<file path="src/rtl/msg_pkg.sv">
// Shared types and constants for the six-slot hex message entry front end.
package msg_pkg;
  typedef enum logic {
    ENTRY  = 1'b0,
    SCROLL = 1'b1
  } mode_e;

  localparam int         SLOTS     = 6;
  localparam logic [6:0] BLANK_SEG = 7'h7F;

  typedef struct packed {
    logic       valid;
    logic [3:0] code;
  } slot_t;
endpackage

</file>
<file path="src/rtl/hex7seg.sv">
// Maps one buffer slot to active-low seven-segment drive (g..a); invalid slots blank.
module hex7seg
  import msg_pkg::*;
(
  input  slot_t      slot,
  output logic [6:0] seg
);
  always_comb begin
    seg = BLANK_SEG;
    if (slot.valid) begin
      unique case (slot.code)
        4'h0: seg = 7'h40;
        4'h1: seg = 7'h79;
        4'h2: seg = 7'h24;
        4'h3: seg = 7'h30;
        4'h4: seg = 7'h19;
        4'h5: seg = 7'h12;
        4'h6: seg = 7'h02;
        4'h7: seg = 7'h78;
        4'h8: seg = 7'h00;
        4'h9: seg = 7'h10;
        4'hA: seg = 7'h08;
        4'hB: seg = 7'h03;
        4'hC: seg = 7'h46;
        4'hD: seg = 7'h21;
        4'hE: seg = 7'h06;
        4'hF: seg = 7'h0E;
        default: seg = BLANK_SEG;
      endcase
    end
  end
endmodule

</file>
<file path="src/rtl/hex_msg_entry.sv">
// Message entry front end: captures hex characters from the switches into a six-slot
// buffer, supports backspace, and rotates the buffer across HEX5..HEX0 in scroll mode.
module hex_msg_entry
  import msg_pkg::*;
#(
  parameter int TICK_COUNT = 50_000_000
) (
  input  logic       CLOCK_50,
  input  logic [3:0] KEY,
  input  logic [9:0] SW,
  output logic [9:0] LEDR,
  output logic [6:0] HEX0,
  output logic [6:0] HEX1,
  output logic [6:0] HEX2,
  output logic [6:0] HEX3,
  output logic [6:0] HEX4,
  output logic [6:0] HEX5
);
  localparam int TW = (TICK_COUNT > 2) ? $clog2(TICK_COUNT) : 1;

  logic rst_n;
  assign rst_n = KEY[0];

  logic unused_sw;
  assign unused_sw = ^SW[9:4];

  // Button bit 0 = enter (KEY1), bit 1 = mode (KEY2), bit 2 = backspace (KEY3).
  logic [2:0] sync1_q, sync1_d, sync2_q, sync2_d, prev_q, prev_d, press;

  slot_t          slots_q [SLOTS];
  slot_t          slots_d [SLOTS];
  logic  [2:0]    count_q, count_d;
  mode_e          mode_q, mode_d;
  logic  [2:0]    offset_q, offset_d;
  logic  [TW-1:0] tick_q, tick_d;
  logic           wrap;

  always_comb begin
    sync1_d  = KEY[3:1];
    sync2_d  = sync1_q;
    prev_d   = sync2_q;
    press    = prev_q & ~sync2_q;

    slots_d  = slots_q;
    count_d  = count_q;
    mode_d   = mode_q;
    offset_d = offset_q;
    wrap     = (tick_q == TW'(TICK_COUNT - 1));
    tick_d   = wrap ? '0 : tick_q + 1'b1;

    if (press[1]) begin
      if (mode_q == SCROLL) begin
        mode_d   = ENTRY;
        offset_d = '0;
        tick_d   = '0;
      end else if (count_q != 3'd0) begin
        mode_d   = SCROLL;
        offset_d = '0;
        tick_d   = '0;
      end
    end else if (press[2]) begin
      if (mode_q == ENTRY && count_q != 3'd0) begin
        for (int k = 1; k < SLOTS; k++) slots_d[k-1] = slots_q[k];
        slots_d[SLOTS-1] = '0;
        count_d          = count_q - 3'd1;
      end
    end else if (press[0]) begin
      if (mode_q == ENTRY && count_q != 3'(SLOTS)) begin
        for (int k = SLOTS - 1; k > 0; k--) slots_d[k] = slots_q[k-1];
        slots_d[0] = slot_t'{valid: 1'b1, code: SW[3:0]};
        count_d    = count_q + 3'd1;
      end
    end

    // A mode press on a wrap cycle has already cleared the offset above.
    if (!press[1] && mode_q == SCROLL && wrap)
      offset_d = (offset_q == 3'd5) ? 3'd0 : offset_q + 3'd1;
  end

  always_ff @(posedge CLOCK_50 or negedge rst_n) begin
    if (!rst_n) begin
      sync1_q  <= 3'b111;
      sync2_q  <= 3'b111;
      prev_q   <= 3'b111;
      for (int k = 0; k < SLOTS; k++) slots_q[k] <= '0;
      count_q  <= '0;
      mode_q   <= ENTRY;
      offset_q <= '0;
      tick_q   <= '0;
    end else begin
      sync1_q  <= sync1_d;
      sync2_q  <= sync2_d;
      prev_q   <= prev_d;
      slots_q  <= slots_d;
      count_q  <= count_d;
      mode_q   <= mode_d;
      offset_q <= offset_d;
      tick_q   <= tick_d;
    end
  end

  // HEXk shows slot[(k - offset) mod 6].
  slot_t      seg_in [SLOTS];
  logic [6:0] seg    [SLOTS];
  logic [2:0] idx;

  always_comb begin
    idx = '0;
    for (int k = 0; k < SLOTS; k++) begin
      idx = (3'(k) >= offset_q) ? 3'(k) - offset_q : 3'(k) + 3'd6 - offset_q;
      seg_in[k] = slots_q[idx];
    end
  end

  for (genvar g = 0; g < SLOTS; g++) begin : g_dig
    hex7seg u_seg (
      .slot(seg_in[g]),
      .seg (seg[g])
    );
  end

  assign HEX0 = seg[0];
  assign HEX1 = seg[1];
  assign HEX2 = seg[2];
  assign HEX3 = seg[3];
  assign HEX4 = seg[4];
  assign HEX5 = seg[5];

  assign LEDR = {mode_q == SCROLL, count_q == 3'(SLOTS), 5'b0, count_q};
endmodule

</file>
<file path="config.mk">
export PLATFORM = sky130hd
export DESIGN_NAME = hex_msg_entry
export DESIGN_NICKNAME = d
export VERILOG_FILES = /design/src/rtl/msg_pkg.sv /design/src/rtl/hex7seg.sv /design/src/rtl/hex_msg_entry.sv
export SDC_FILE = /design/constraint.sdc
export NUM_CORES = 1
export LEC_CHECK = 0
export BUFFER_PORTS_ARGS = -buffer_cell sky130_fd_sc_hd__buf_2
export CAP_MARGIN = 20
export CORE_AREA = 3 3 131 133
export CTS_CLUSTER_DIAMETER = 40
export DETAILED_ROUTE_END_ITERATION = 8
export DIE_AREA = 0 0 134 136
export PLACE_DENSITY = 0.59
export SYNTH_ARGS = -nofsm -noshare
export SYNTH_HDL_FRONTEND = slang
export SYNTH_SLANG_ARGS = --single-unit
</file>
<file path="constraint.sdc">
create_clock -name CLOCK_50 -period 7.23 [get_ports CLOCK_50]
set_clock_uncertainty 0.1 [all_clocks]
set_input_delay 1.446 -clock CLOCK_50 [delete_from_list [all_inputs] [get_ports CLOCK_50]]
set_output_delay 1.446 -clock CLOCK_50 [all_outputs]
set_load 0.02 [all_outputs]
</file>
Yosys cells after proc, flatten, opt, wreduce, memory -nomap -nowiden
Memory sizes are Yosys's and may differ from the RTL's. Index checks and enable logic that the tools add are counted. W data, S select, Z words.

Bits in registers: 72. Bits in latches: 0. Bits in writable memories: 0. ROM bits: 672. Bits of input ports: 15. Output and inout port bits: 52. Logic and storage cells: 125. Memories: 6.

Memories: (no name shown) (depth 16, bits a word 7, read ports 1, clocked after memory_dff 0, wr ports 0, RTL line hex7seg.sv:11) `unique case (slot.code)`; (no name shown) (depth 16, bits a word 7, read ports 1, clocked after memory_dff 0, wr ports 0, RTL line hex7seg.sv:11); (no name shown) (depth 16, bits a word 7, read ports 1, clocked after memory_dff 0, wr ports 0, RTL line hex7seg.sv:11); (no name shown) (depth 16, bits a word 7, read ports 1, clocked after memory_dff 0, wr ports 0, RTL line hex7seg.sv:11); (no name shown) (depth 16, bits a word 7, read ports 1, clocked after memory_dff 0, wr ports 0, RTL line hex7seg.sv:11); (no name shown) (depth 16, bits a word 7, read ports 1, clocked after memory_dff 0, wr ports 0, RTL line hex7seg.sv:11).

$add $sub $neg: 12. $mul: 0. Divide/modulo/power cells: 0. Order comparisons: 12. Equal/unequal tests: 5. Shifts and indexed selects: 0. Multiplexer cells: 49. Bitwise logic cells: 10. Reduce and logical (&&, ||, !) cells: 12.

Operators by type and width (number): $mux W30 (4); $mux W26 (4); $bmux W5 S3 (6); $mux W5 (12); $mux W3 (15); $mux W7 (6); $add A26 B1 Y26 const B (1); $eq A26 B26 Y1 const B (1); $ge A4 B4 Y1 const B (6); $not A3 Y4 (6); $sub A3 B3 Y3 const A (4); $add A3 B1 Y3 const B (2); $eq A3 B3 Y1 const B (2); $ge A1 B3 Y1 const A (2); $ge A2 B3 Y1 const A (2); $ge A3 B3 Y1 const A (2); $reduce_bool A2 Y1 (3); $reduce_bool A3 Y1 (2); $sub A1 B3 Y3 const A (2); $sub A2 B3 Y3 const A (2); $logic_and A1 B1 Y1 (4); $reduce_and A4 Y1 (1); $and A3 B3 Y3 (1); $ne A3 B3 Y1 const B (1); other kinds (7) (9).

Logic depth before layout (Yosys ltp)
An unclocked memory read counts as a cell.

Word-level depth: 8. Gate-level depth with buffers: 17. Mapped depth without buffers: 13.

Cells and area by module
From an unflattened synthesis, not the netlist that was laid out.

Cell total of the unflattened synthesis: 742. Area total of the unflattened synthesis: 6611.3 um2.

Modules (own cells, without submodules): hex_msg_entry (instances 1, cells each 512, area an instance 4737.0 um2, sequential area each 1813.0 um2); hex7seg (g_dig[0].u_seg ...) (instances 3, cells each 39, area an instance 324.1 um2, sequential area each 0.0 um2); hex7seg (g_dig[4].u_seg ...) (instances 2, cells each 37, area an instance 304.0 um2, sequential area each 0.0 um2); hex7seg (g_dig[1].u_seg) (instances 1, cells each 39, area an instance 294.0 um2, sequential area each 0.0 um2).

Worst setup path after synthesis
OpenSTA, ideal clock, no wires.

Kind: register to output. From: register offset_q[0]. To: output HEX2[3]. Arrival: 3.983 ns. Data required time: 5.684 ns. Setup slack: 1.701 ns. Cell stages (with the launch flop): 16. Buffers on the path: 4. Cells stage by stage: dfrtp_1 > buf_4 > buf_4 > buf_4 > inv_1 > ha_1 > ha_1 > or4_4 > and2_4 > buf_6 > or2_0 > a21oi_1 > inv_1 > ha_1 > mux4_2 > or2_1.

Longest elaborated chain between the ends: 8. Elaborated cells between the ends (all ways): 10. Those cells by class: add/sub (2); order compare (1); mux (5); bitwise (1); memory (1).

Ends and longest elaborated chain: start, declared (RTL line hex_msg_entry.sv:34) `logic [2:0] offset_q, offset_d;`; start signal, assigned (RTL line hex_msg_entry.sv:97) `offset_q <= offset_d;`; $sub A1 B3 Y3, or another cell as far along (RTL line hex_msg_entry.sv:110) `idx = (3'(k) >= offset_q) ? 3'(k) - offset_q : 3'(k) + 3'd6 - offset_q;`; $mux W3 * (RTL line hex_msg_entry.sv:110); $not A3 Y4 (implied by the code) * (RTL line hex_msg_entry.sv:111) `seg_in[k] = slots_q[idx];`; $bmux W5 S3 * (RTL line hex_msg_entry.sv:111); $mux W5 (implied by the code) * (2 in series) (RTL line hex_msg_entry.sv:111); $mem_v2 Z16 W7; $mux W7 * (RTL line hex7seg.sv:10) `if (slot.valid) begin`; end, declared (RTL line hex_msg_entry.sv:14) `output logic [6:0] HEX2,`.

Every way passes the cells marked *; elsewhere a longest branch is shown, timed or not. The select of a mux whose other input is x is not followed.

Final worst setup path
From: register offset_q[1]. To: output HEX2[3].

Same word-level chain as after synthesis.

==> metrics.yaml <==
status: "completed"
gr-usage-met3_pct: 1.92
p_leak_uw: 0.00303
tns_ps: 0
drcViolationCount: 0
power_uw: 2450
routabilityCongestion: 0.897
ir_drop_v: 0.000183
initial_core_util_pct: 40.2
async_flop_share_pct: 100
root_buffer: "clkbuf_16"
cts.sinks: 72
cpMostUsedCell: "ha_1"
ys_seq_area_share_pct: 28.3
maxSlewViolCount: 0
grt_pass1_vias: 5279
fmax_ghz: 0.163
cp_max_fo: 20
dp_hpwl_um: 11800
rsz0062_at_grt: "no"
critPathArrivalTime_ps: 4590
synth.most_common_cell: "nand2_1"
grt_max_degree: 73
worstPathRequired_ps: 5680
start_kind: "register"
core_region_area_um2: 15900
grt.busiest_layer: "met2"
synth_top_area_share_pct: 24.6
io_buffers: 55
vias_per_cell: 5.51
hold_viol: 0
fin_nets: 833
synth_area_leader_cell: "dfrtp_1"
synthFlopType: "dfrtp_1"
die_y_um: 136
grt_pass1_wl_um: 26200
htree_levels: 3
slowest_delay_ps: 780
p_per_area_nw_per_um2: 347
cts_setup_buffers: 0
synth_common_cells: "nand2_1, mux2i_1, dfrtp_1"
wl_per_cell_um: 15.7
synth_cell_type_count: 80
post-route-period-util_pct: 84.9
use_met1_pct: 23.9
synth_edf_count: 0
synth-seq-cells: 72
synthTopCellsByArea: "dfrtp_1, mux2i_1, ha_1"
max_slew.worst_pin.slew_ps: 1050
areaGrowthSynthToFinish_pct: 10.2
pin_count: 67
maxSlewHeadroom_pct: 29.7
cts_made_buffers: 9
syn_avg_cell_area_um2: 8.68
dr.first_iter.drc_count: 305
dieArea_um2: 18200
setup.worst_path.end_class: "primary output"
setup.worst_path.class: "register to primary output"
cts_resized: 0
setup_viol: 0
cts_tree: "done"
holdCritPathClass: "register to register"
clock_latency_ps: 320
grt_use_met2_pct: 27.9
clk_pin_slew_ps: 50
yosys_warnings: 0
period_minus_slack_ps: 6140
path_cells: "inv_2 -> ha_1 -> ha_1 -> or4_4 -> and2_4 -> or2_0 -> a21oi_1 -> inv_1 -> ha_1 -> mux4_2 -> or2_1 -> buf_2"
antenna_found_initial: 0
dr.pass1.iters: 5
synthCells: 738
wirelength_um: 15600
vias: 5486
maxCapViolCount: 0
grt_remaining_overflow: 0
grt_use_total_pct: 17.3
cts_hold_repair.buffers: 0
synthesis.area_um2: 6400
layout-drive-gt1-share_pct: 14.7
crit_slowest_cell: "dfrtp_1"
diodes: 0
antenna_left: 0
cts_buffer_depth: 2
num_rows: 46
die_w_um: 134
## final cells by class
type	count	area, um2
Tap cell	216	270
Fill cell	1590	8880
Clock inverter	1	5.00
Sequential cell	72	1810
Clock buffer	15	258
Inverter	35	131
Multi-Input combinational cell	598	4280
Timing Repair Buffer	59	305
## cell families after synthesis
group	count (synthesis)	synth area share, %
flops	72	28.3
mux	84	13.7
other cells	1	0.0586
simple gates	258	19.0
fa+ha+maj	43	8.52
compound gates	175	20.3
buf+inv	72	5.20
xor+xnor	33	4.92
## layer usage
layer	vias to the layer above	wire length [um]
met4	0	355
met5	-	0
met1	2600	7490
met2	120	7320
met3	26	478
li1	2740	-
## placed cells by master (no fill, tap or decap), drive strengths merged, types with 6 or more instances in the layout
master,count
buf,59
nand2,93
nor2b,10
xnor2,20
nand3,22
nor3,21
o32ai,11
and3,12
a221o,6
xor2,13
dfstp,9
ha,42
mux2i,64
mux2,19
a21oi,14
o22ai,7
nand2b,6
and2,8
o221ai,14
o21ai,61
o211ai,13
dfrtp,63
clkbuf,15
nor2,59
inv,35
## state kept, by name (all words and copies together) (netlist names)
name,cells
slots_q,30
prev_q,3
offset_q,3
prev_d,3
tick_q,26
mode_q,1
sync1_q,3
count_q,3
## power breakdown
part | switching, uW | internal (uW)
sequential | 132 | 501
combinational | 902 | 525
clock | 149 | 241
## final timing paths
path	from	to	slack, ps	cells past startpoint
setup / recovery	offset_q[1]	HEX2[3]	1090	12
hold / removal	sync1_q[1]	prev_d[1]	250	0
setup reg to reg	prev_d[2]	slots_q[28]	4110	8
hold reg to reg	sync1_q[1]	prev_d[1]	250	0
max in group asynchronous	KEY[0]	offset_q[0]	5170	2
min in group asynchronous	KEY[0]	slots_q[26]	1230	2
## stage by stage
stage | setup slack (ps) | instances | hold slack [ps] | instance area, um2 | utilization, %
after floorplan | 1700 | 742 | 245 | 6420 | -
after CTS | 1110 | 996 | 255 | 7060 | 44.3
final | 1090 | 996 | 254 | 7060 | 44.3
after detailed placement | 1470 | 980 | 247 | 6800 | 42.6
after global placement | 1540 | 980 | 246 | 6800 | 42.6
after global routing | 810 | 996 | 263 | 7060 | 44.3
## critical path: cells and delay by family (launching register included)
| family | cells | cell delay (ps) |
|---|---|---|
| AOI/OAI and AO/OA | 1 | 370 |
| and+or+nand+nor | 4 | 1190 |
| buffers and inverters | 3 | 580 |
| DFF | 1 | 780 |
| adders and majority gates | 3 | 900 |
| muxes | 1 | 450 |
(Power assumes the default switching activity.)
